`src/rtl/mem_arbiter.sv`:
```
// rtl/mem_arbiter.sv - single-port memory arbiter, CPU first with bounded DMA bursts and starvation override
module mem_arbiter #(
  parameter int MAX_BURST = 4,
  parameter int MAX_WAIT  = 8
) (
  input  logic        clk,
  input  logic        rst,
  input  logic [15:0] cpuMemAddr,
  input  logic        cpuMemRe,
  input  logic        cpuMemWe,
  input  logic [15:0] cpuWData,
  output logic [15:0] cpuRData,
  output logic        cpuStall,
  input  logic        dmaReq,
  input  logic [15:0] dmaAddr,
  input  logic        dmaWe,
  input  logic [15:0] dmaWData,
  input  logic        dmaBurst,
  output logic        dmaGnt,
  output logic [15:0] dmaRData,
  output logic [15:0] memAddr,
  output logic        memRe,
  output logic        memWe,
  output logic [15:0] memWBus,
  input  logic [15:0] memRBus
);

  typedef enum logic [1:0] {
    OWN_NONE = 2'd0,
    OWN_CPU  = 2'd1,
    OWN_DMA  = 2'd2
  } owner_e;

  localparam int BW = $clog2(MAX_BURST + 1);
  localparam int WW = $clog2(MAX_WAIT + 1);
  localparam logic [BW-1:0] BURST_MAX = BW'(MAX_BURST);
  localparam logic [WW-1:0] WAIT_MAX  = WW'(MAX_WAIT);

  owner_e          owner_q, owner_d;
  logic [BW-1:0]   burst_cnt_q, burst_cnt_d;
  logic [WW-1:0]   wait_cnt_q, wait_cnt_d;

  logic cpu_req;
  logic lock;
  logic gnt_cpu;
  logic gnt_dma;

  assign cpu_req = cpuMemRe | cpuMemWe;
  assign lock    = (owner_q == OWN_DMA) & dmaBurst & (burst_cnt_q < BURST_MAX);

  // Grant decision: starved or locked DMA, then CPU, then idle-slot DMA; nothing while in reset
  always_comb begin
    gnt_cpu = 1'b0;
    gnt_dma = 1'b0;
    if (!rst) begin
      if (dmaReq && ((wait_cnt_q == WAIT_MAX) || lock)) begin
        gnt_dma = 1'b1;
      end else if (cpu_req) begin
        gnt_cpu = 1'b1;
      end else if (dmaReq) begin
        gnt_dma = 1'b1;
      end
    end
  end

  // Memory-side mux; a CPU asserting both read and write performs the write
  always_comb begin
    memAddr = 16'h0000;
    memWBus = 16'h0000;
    memRe   = 1'b0;
    memWe   = 1'b0;
    if (gnt_cpu) begin
      memAddr = cpuMemAddr;
      memWBus = cpuWData;
      memWe   = cpuMemWe;
      memRe   = cpuMemRe & ~cpuMemWe;
    end else if (gnt_dma) begin
      memAddr = dmaAddr;
      memWBus = dmaWData;
      memWe   = dmaWe;
      memRe   = ~dmaWe;
    end
  end

  assign cpuRData = memRBus;
  assign dmaRData = memRBus;
  assign cpuStall = cpu_req & ~gnt_cpu & ~rst;
  assign dmaGnt   = gnt_dma;

  // Next-state: remember owner, saturate burst length and denied-wait counters
  always_comb begin
    owner_d     = gnt_dma ? OWN_DMA : (gnt_cpu ? OWN_CPU : OWN_NONE);
    burst_cnt_d = '0;
    wait_cnt_d  = '0;
    if (gnt_dma) begin
      burst_cnt_d = (burst_cnt_q == BURST_MAX) ? burst_cnt_q : burst_cnt_q + BW'(1);
    end
    if (dmaReq && !gnt_dma) begin
      wait_cnt_d = (wait_cnt_q == WAIT_MAX) ? wait_cnt_q : wait_cnt_q + WW'(1);
    end
  end

  // State registers with synchronous reset; reset drops any DMA ownership
  always_ff @(posedge clk) begin
    if (rst) begin
      owner_q     <= OWN_NONE;
      burst_cnt_q <= '0;
      wait_cnt_q  <= '0;
    end else begin
      owner_q     <= owner_d;
      burst_cnt_q <= burst_cnt_d;
      wait_cnt_q  <= wait_cnt_d;
    end
  end

endmodule

```
`config.mk`:
```
export PLATFORM = sky130hd
export DESIGN_NAME = mem_arbiter
export DESIGN_NICKNAME = d
export VERILOG_FILES = /design/src/rtl/mem_arbiter.sv
export SDC_FILE = /design/constraint.sdc
export NUM_CORES = 1
export LEC_CHECK = 0
export CAP_MARGIN = 20
export CORE_MARGIN = 5
export CORE_UTILIZATION = 22
export DETAILED_ROUTE_END_ITERATION = 6
export PLACE_DENSITY = 0.78
export SETUP_SLACK_MARGIN = 0.05
export SLEW_MARGIN = 20
export SYNTH_ARGS = -nofsm -noshare
export SYNTH_HDL_FRONTEND = slang
export SYNTH_SLANG_ARGS = --single-unit
```
`constraint.sdc`:
```
create_clock -name clk -period 1.9 [get_ports clk]
set_clock_uncertainty 0.1 [all_clocks]
set_input_delay 0.38 -clock clk [delete_from_list [all_inputs] [get_ports clk]]
set_output_delay 0.38 -clock clk [all_outputs]
set_load 0.02 [all_outputs]
```
==> results of run 1 <==
cells in the final DEF (no fill, tap or decap), types with 2 or more instances in the layout:
master            n
nand3_1           3
a22o_1            3
buf_4            20
buf_12            3
nor3_1            2
a22o_4           29
clkdlybuf4s50_1  65
xnor2_1           2
dlygate4sd2_1     4
inv_2             2
inv_1             5
buf_2             3
buf_6            37
buf_16            2
dfxtp_2           2
nor2_1            7
clkbuf_8          3
nand2_1           3
dfxtp_1           7
ha_1              3
cell type report:
class,count,area [um^2]
clock buffers,4,45.04
well taps,67,83.83
inverters,8,32.53
fillers,419,2085
flip-flops and latches,9,182.7
multi-input cells,71,893.4
repair buffers,137,1433
registers in the layout, indices dropped and copies added, names as in the netlist:
name / flops
owner_q: 2
burst_cnt_q: 3
wait_cnt_q: 4
worst max-delay path by stage:
stage | slack, ns | cells past startpoint | startpoint | endpoint
2_1_floorplan | -0.21 | 7 | wait_cnt_q[0] | memWBus[10]
3_3_place_gp | -1.05 | 8 | dmaBurst | memWBus[13]
3_5_place_dp | -1.06 | 6 | dmaBurst | memAddr[4]
4_1_cts | -0.54 | 9 | wait_cnt_q[1] | memRe
5_1_grt | -0.54 | 9 | wait_cnt_q[0] | memRe
6_report | -0.44 | 9 | wait_cnt_q[0] | memRe
metrics by stage:
stage	utilization, %	hold slack, ns
floorplan	-	0.3187
global placement	50.45	0.3907
detailed placement	50.45	0.4044
CTS	54.50	0.4114
global route	56.16	0.4410
finish	56.16	0.4070
worst min-delay path: stages, from the launching register on:
cell,delay (ns)
dfxtp_1,0.32
nand3_1,0.09
a21oi_1,0.05
metal layers:
layer / GRT usage, % / share of wire (%) / vias up
met2: 23.92 / 52 / 62
met3: 6.166 / 10 / 9
met5: 0 / 0 / -
met4: 4.392 / 1.3 / 0
li1: - / - / 639
met1: 16.01 / 36 / 612
power by group:
| group | internal [mW] | switching (mW) | leakage (nW) | total, mW |
|---|---|---|---|---|
| Clock | 0.146 | 0.0785 | 0.0228 | 0.225 |
| Combinational | 0.352 | 0.211 | 1.11 | 0.563 |
| Sequential | 0.194 | 0.00282 | 0.0741 | 0.197 |
repair_timing:
item,CTS,global route
gates resized for setup,226,6
cloned,3,2
setup buffers,5,3
pin swaps,8,4
endpoints found under the setup margin,36,36
cells by family (layout without fill, tap and decap cells):
kind of cell               after synthesis  count (layout)
DFF                                      9               9
AOI/OAI and AO/OA                       39              39
and+or+nand+nor                         25              25
xor gates and xnor gates                 3               3
adders and majority gates                4               4
buffers and inverters                   46             149
==> reports/metrics.yaml, run 1 <==
run_status:
  status: "finished with violations"
  violations: "negative setup slack"
cts:
  cts_hold_buf: 0
  clockBufferDepth: 2
  clock_latency_ns: 0.24
  cts_buffers: 3
  root_buffer: "clkbuf_8"
  clk_pin_slew_ns: 0.05
  cts_tree: "yes"
  cts.sinks: 9
  h-tree-depth: 1
critical_path:
  path_class: "flop to output pin"
  reg2reg_to: "owner_q[0]"
  r2r_slack_ns: 0.35
  arrival_ns: 1.86
  cp_top_family: "buffers and inverters"
  crit_chain: "inv_2 -> ha_4 -> and4b_1 -> a2111oi_4 -> buf_4 -> buf_16 -> buf_8 -> o2bb2ai_4 -> buf_6"
  crit_fanout: 5
  startpoint_type: "flop"
  critical_path_buf_inv_count: 5
  slowest_stage: "dfxtp_2"
  cp.required_ns: 1.42
  regToRegStartpoint: "wait_cnt_q[0]"
  reg2regPathDepth: 7
  cpPeakStageDelay_ns: 0.33
  endpoint_kind: "output pin"
grt:
  grt_pass1_wl_mm: 7.107
  grtUsageTotal_pct: 14.18
  grt_overflow_total: 0
  antenna_found_initial: 0
  grt_max_degree: 21
  grt_pass1_vias: 1474
synthesis:
  syn-num-nets: 217
  synth.top_cells.by_area: "a22o_1 (26%), buf_4 (22%), dfxtp_1 (17%)"
  synth.avg_cell_area_um2: 8.619
  synth_top_family_by_area: "compound AO/OA/AOI/OAI gates"
  synth-simple-area-share_pct: 13.36
  ys_types: 30
  synth-xor-area-share_pct: 2.419
  async_flop_share_pct: 0
  synth-compound-area-share_pct: 33.64
  synthFlopType: "dfxtp_1"
  synth_top_area_share_pct: 25.81
  synthCells: 126
  synth_mux_area_share_pct: 0
  yosys.area_share.adder_pct: 4.608
  yosys-top-cells-count: "a22o_1 (32), buf_4 (32), dfxtp_1 (9), nor2_1 (8), inv_1 (7)"
  yosysSeqAreaShare_pct: 16.59
  synth-seq-cells: 9
  synth.largest_area_cell: "a22o_1"
  synth_area_um2: 1086
  ys_warn_count: 0
  synth-edff-count: 0
place:
  pre_cts_ws_ns: -1.060
  dp.cells: 280
  dpl.hpwl_mm: 3.736
  gp_congestion: 0.7899
  place_area_um2: 2399
  numPortBuffers: 106
sta:
  period_minus_slack_ns: 2.342
  rsz0062_at_grt: "true"
  setup_ws_ns: -0.4422
  worst_pin_slew_ns: 0.2764
  fin_setup_tns_ns: -14.42
  hold_viol: 0
  setup_viol: 36
  max_freq_mhz: 427.0
  relSlewSlack_pct: 81.57
  finalMaxSlewViolations: 0
  fin_crit_sh_pct: 123.3
routing:
  wl_per_cell_um: 16.17
  dr.pass1.iters: 3
  vias_per_cell: 4.466
  drt-total-wl_mm: 4.786
  postRouteAntennaNets: 0
  drt_iter0_drc: 11
  vias: 1322
  drc: 0
power:
  vdd_drop_max_v: 0.0001607
  power_mw: 0.9850
  power_density_nw_per_um2: 368.9
  p_leak_nw: 1.203
layout:
  drive_gt1_share_pct: 50.66
  syn_to_final_growth_pct: 145.9
  final_area_um2: 2670
  layout.nets: 321
  n_antenna_cell: 0
  fin_cells: 296
floorplan:
  floorplan.rows: 25
  io_pins: 155
  die_w_um: 80.26
  die_area_um2: 6442
  coreArea_um2: 4755
  fp.dieH_um: 80.26
  start_util_pct: 22.84
worst_hold_path:
  whs_path_depth: 2
  hold_class: "flop to flop"
  min_to: "burst_cnt_q[1]"
  min_from: "burst_cnt_q[1]"
flow_run:
  drv_cap: 0
Note: power is estimated with default switching activity, not from simulation.
==> run 2: changes to the inputs <==
- CAP_MARGIN: 20 -> default
==> results of run 2 <==
Final layout, timing and power as in run 1 (identical DEF).
==> run 3: changes to the inputs <==
- TNS_END_PERCENT: default -> 100
==> results of run 3 <==
Final layout, timing and power as in run 1 (identical DEF).
